## config.mk

```make
export PLATFORM = sky130hd
export DESIGN_NAME = ctrl_pipeline
export DESIGN_NICKNAME = d
export VERILOG_FILES = /design/src/rtl/ctrl_pipeline.sv
export SDC_FILE = /design/constraint.sdc
export NUM_CORES = 1
export LEC_CHECK = 0
export ABC_CLOCK_PERIOD_IN_PS = 4670
export CAP_MARGIN = 10
export CORE_MARGIN = 5
export CORE_UTILIZATION = 60
export DETAILED_ROUTE_END_ITERATION = 7
export DONT_BUFFER_PORTS = 1
export PLACE_DENSITY = 0.78
export SYNTH_ARGS = -nofsm -noshare
export SYNTH_HDL_FRONTEND = slang
export SYNTH_SLANG_ARGS = --single-unit
```

## constraint.sdc

```tcl
create_clock -name clk -period 4.67 [get_ports clk]
set_input_delay 0.7005 -clock clk [delete_from_list [all_inputs] [get_ports clk]]
set_output_delay 0.7005 -clock clk [all_outputs]
set_load 0.01 [all_outputs]
```

## src/rtl/ctrl_pipeline.sv

```systemverilog
// Control-signal pipeline for a 5-stage core: carries decode-stage control
// bundles through ID/EX, EX/MEM and MEM/WB, detects load-use hazards, and
// resolves branches/jumps in EX.
// Optional build macro: CTRL_PIPE_PERF_EN adds saturating stall/flush counters.
module ctrl_pipeline (
    input  logic       clk,
    input  logic       rst,
    input  logic [1:0] WB_in,
    input  logic [1:0] M_in,
    input  logic [3:0] EX_in,
    input  logic       Jmp_in,
    input  logic       Branch_in,
    input  logic [4:0] rs_id,
    input  logic [4:0] rt_id,
    input  logic [4:0] rd_id,
    input  logic       zero_ex,
    output logic [3:0] EX_out,
    output logic [4:0] dest_ex_out,
    output logic [1:0] M_out,
    output logic [1:0] WB_out,
    output logic [4:0] dest_wb_out,
    output logic       stall_out,
    output logic       pc_src_out,
    output logic       jmp_out,
    output logic       flush_out
`ifdef CTRL_PIPE_PERF_EN
    ,
    output logic [15:0] stall_cnt_out,
    output logic [15:0] flush_cnt_out
`endif
);

    typedef struct packed {
        logic [1:0] wb;
        logic [1:0] m;
        logic [3:0] ex;
        logic       jmp;
        logic       branch;
        logic [4:0] dest;
    } id_ex_t;

    typedef struct packed {
        logic [1:0] wb;
        logic [1:0] m;
        logic [4:0] dest;
    } ex_mem_t;

    typedef struct packed {
        logic [1:0] wb;
        logic [4:0] dest;
    } mem_wb_t;

    id_ex_t  id_ex;
    ex_mem_t ex_mem;
    mem_wb_t mem_wb;

    logic    load_use;
    logic    redirect;
    logic    kill_id;
    id_ex_t  id_bundle;

    // Hazard detection and branch resolution from the EX-stage bundle.
    always_comb begin
        load_use  = id_ex.m[1] && (id_ex.dest != 5'd0) &&
                    ((id_ex.dest == rs_id) || (id_ex.dest == rt_id));
        redirect  = id_ex.branch & (id_ex.jmp | zero_ex);
        kill_id   = load_use | redirect;
        id_bundle = '0;
        id_bundle.wb     = WB_in;
        id_bundle.m      = M_in;
        id_bundle.ex     = EX_in;
        id_bundle.jmp    = Jmp_in;
        id_bundle.branch = Branch_in;
        id_bundle.dest   = EX_in[3] ? rd_id : rt_id;
    end

    // ID/EX capture; a stall or flush replaces the decode bundle with a bubble.
    always_ff @(posedge clk) begin
        if (rst || kill_id)
            id_ex <= '0;
        else
            id_ex <= id_bundle;
    end

    // EX/MEM and MEM/WB always advance.
    always_ff @(posedge clk) begin
        if (rst) begin
            ex_mem <= '0;
            mem_wb <= '0;
        end else begin
            ex_mem <= '{wb: id_ex.wb, m: id_ex.m, dest: id_ex.dest};
            mem_wb <= '{wb: ex_mem.wb, dest: ex_mem.dest};
        end
    end

    // Output mapping; a write to register zero is suppressed at WB.
    always_comb begin
        EX_out      = id_ex.ex;
        dest_ex_out = id_ex.dest;
        M_out       = ex_mem.m;
        WB_out      = {mem_wb.wb[1] & (mem_wb.dest != 5'd0), mem_wb.wb[0]};
        dest_wb_out = mem_wb.dest;
        pc_src_out  = redirect;
        jmp_out     = id_ex.jmp & redirect;
        flush_out   = redirect;
        // Flush wins: the stalled instruction is being discarded anyway.
        stall_out   = load_use & ~redirect;
    end

`ifdef CTRL_PIPE_PERF_EN
    logic [15:0] stall_cnt;
    logic [15:0] flush_cnt;

    // Saturating event counters.
    always_ff @(posedge clk) begin
        if (rst) begin
            stall_cnt <= '0;
            flush_cnt <= '0;
        end else begin
            if (stall_out && (stall_cnt != 16'hFFFF))
                stall_cnt <= stall_cnt + 16'd1;
            if (flush_out && (flush_cnt != 16'hFFFF))
                flush_cnt <= flush_cnt + 16'd1;
        end
    end

    assign stall_cnt_out = stall_cnt;
    assign flush_cnt_out = flush_cnt;
`endif

endmodule

```

==> flow_summary.yaml <==
global_route:
  grt_max_degree: 32
  antenna_found_initial: 0
  track_usage: 0.1479
  grt_pass1_vias: 761
  grt_pass1_wl_um: 3622
  overflow: 0
floorplan:
  core_um2: 2002
  start_util: 0.6381
  die-area_um2: 3152
  die_w_um: 56.14
  die_y_um: 56.14
  num_rows: 16
  ioPinCount: 50
clock_network:
  clockRootBuffer: "clkbuf_4"
  cts.clk_slew.worst_paths_ns: 0.10
  postCtsSetupBuffers: 0
  clkSinkCount: 31
  cts.repair.resized: 0
  cts_tree: "built"
  cts_inserted_buffers: 5
  hold_buffers: 0
  clock_latency_ns: 0.32
  clockBufferDepth: 2
  cts-htree-levels: 2
power:
  peakVddDrop_mv: 0.2962
  cellPowerDensity_nw_per_um2: 435.3
  leakagePower_nw: 0.4810
logic_synthesis:
  synth_top_family_by_area: "simple AND/OR/NAND/NOR gates"
  synthTopCellsByArea: "dfxtp_1 (49%), buf_4 (11%), nor2b_1 (7.8%), xnor2_1 (6.9%), nand3b_1 (5.9%)"
  seq_area_frac_synth: 0.4858
  ys_ff_latch: 31
  synth_fa_ha_area_frac: 0
  yosysWarnings: 0
  synth.avg_cell_area_um2: 10.22
  synthXorXnorAreaFrac: 0.06856
  synthMuxAreaShare: 0.03918
  netlist.area_leader.share: 0.4858
  yosysTopAreaCell: "dfxtp_1"
  synth_compound_area_frac: 0.1038
  synthDistinctLibCells: 22
  synth_cells: 125
  syn_nets: 153
  synth_area_um2: 1277
  synthSimpleGateAreaFrac: 0.1724
sta:
  final_max_slew_viol_count: 0
  worst_slew_pin_slew_ns: 0.3512
  relSlewSlack: 0.7634
  fmax_mhz: 394.6
  fin_skew_ns: 0.01140
  tns_ns: 0
  period_share: 0.5426
  setup_viol: 0
  hold_viol_final: 0
  min_period_ns: 2.534
  rsz0062_at_grt: "no"
  hold_slack_ns: 0.4350
final_layout:
  multi_input_area_um2: 490.5
  n_fill_cell: 181
  syn_to_final_growth_pct: -2.350
  insertedDiodeCount: 0
  finalNetCount: 137
  regArea_um2: 620.6
  layout-drive-gt1-share: 0.1091
place:
  gp_congestion: 0.7007
  port_buffers: 0
  dp_hpwl_um: 1536
run:
  maxCapViolations: 0
worst_setup_path:
  crit_type: "reg -> out"
  crit_slowest_cell: "or4_1"
  worstPathCellList: "or4_1, o21a_2, and3_1"
  worst_setup_path_start_kind: "flop"
  end_kind: "output pin"
  critical-path-top-delay-family: "simple AND/OR/NAND/NOR gates"
  cp_max_fo: 16
  arrival_ns: 1.83
  slowest_delay_ns: 0.55
  crit_required_ns: 3.97
  cp.buffers_inverters: 0
drt:
  via_per_inst: 5.518
  drt_iter0_drc: 16
  remaining_drc_errors: 0
  wirelength_um: 2107
  drtAntennaViolNets: 0
  vias: 756
  first_pass_iters: 4
  avgRoutedWirePerCell_um: 15.38
min_path:
  hold_class: "in -> reg"
outcome:
  outcome: "complete, no violations"
-- final timing paths --
check,end,cells past startpoint,start,slack [ns]
setup / recovery,stall_out,3,dest_ex_out[1],2.14
hold / removal,WB_out[0],1,rst,0.43
hold reg to reg,ex_mem[8],1,id_ex[14],0.43
setup reg to reg,dest_ex_out[1],3,dest_ex_out[1],2.90
-- metrics by stage --
stage / instance area [um2] / utilization / std cells / power (mW) / setup slack, ns
after detailed placement: 1156 / 0.5775 / 128 / 0.3379 / 1.968
after global placement: 1156 / 0.5775 / 128 / 0.3360 / 2.022
after global routing: 1247 / 0.6231 / 137 / 0.5681 / 2.044
after CTS: 1242 / 0.6206 / 136 / 0.5485 / 1.972
final: 1247 / 0.6231 / 137 / 0.5430 / 2.136
after floorplan: 1277 / - / 125 / 0.3440 / 2.429
-- cell usage after synthesis (all sizes together) --
| cell | count |
|---|---|
| o21ai | 1 |
| a21oi | 10 |
| nand3 | 2 |
| clkbuf | 5 |
| inv | 1 |
| or4 | 2 |
| nand2 | 2 |
| a2111oi | 5 |
| buf | 20 |
| nand3b | 10 |
| o21a | 2 |
| and2 | 1 |
| mux2i | 5 |
| and3 | 1 |
| o22ai | 1 |
| dfxtp | 31 |
| xnor2 | 10 |
| nor2b | 16 |
-- flip-flops by register name (all words and copies together) (netlist names) --
register / cells
dest_wb_out: 5
dest_ex_out: 5
ex_mem: 7
mem_wb: 1
id_ex: 6
WB_out: 1
EX_out: 4
M_out: 2
-- cell type report --
class / instances / share of cell area
tap: 27 / 0.02708
clock inverter: 2 / 0.02808
inverter: 1 / 0.003009
clock buffer: 6 / 0.04112
multi-input combinational: 68 / 0.3932
sequential: 31 / 0.4975
timing repair buffer: 2 / 0.01003
-- cell families after synthesis --
kind of cell    after synthesis
mux                           5
xor+xnor                     10
simple gates                 34
compound gates               19
buf+inv                      26
flops                        31
-- power by group --
part / internal (mW) / switching, mW / total (mW) / leakage (nW)
clock network: 0.126 / 0.0853 / 0.212 / 0.0482
registers: 0.278 / 0.0128 / 0.291 / 0.255
logic: 0.0222 / 0.0180 / 0.0403 / 0.178
total: 0.427 / 0.116 / 0.543 / 0.481
-- layer usage --
| metal | vias up | track usage | wire length, um |
|---|---|---|---|
| li1 | 372 | - | - |
| met1 | 350 | 0.1655 | 853 |
| met2 | 34 | 0.2321 | 1022 |
| met3 | 0 | 0.09513 | 231 |
| met4 | 0 | 0.04068 | 0 |
| met5 | - | 0 | 0 |
-- layout by cell type, fill, tap and decap left out --
cell and n:
nor2b_1 16, and2_1 1, buf_2 1, a21oi_1 10, clkbuf_8 1, clkbuf_4 5
buf_4 1, a2111oi_1 4, a2111oi_2 1, nand3_1 2, mux2i_1 5, nand2_1 2
o21a_2 1, o21a_1 1, o22ai_1 1, and3_1 1, bufinv_16 1, nand3b_1 10
dfxtp_1 31, inv_1 1, clkinv_2 1, or4_1 2, xnor2_1 10, o21ai_0 1
Power figures use the tool's default switching activity.
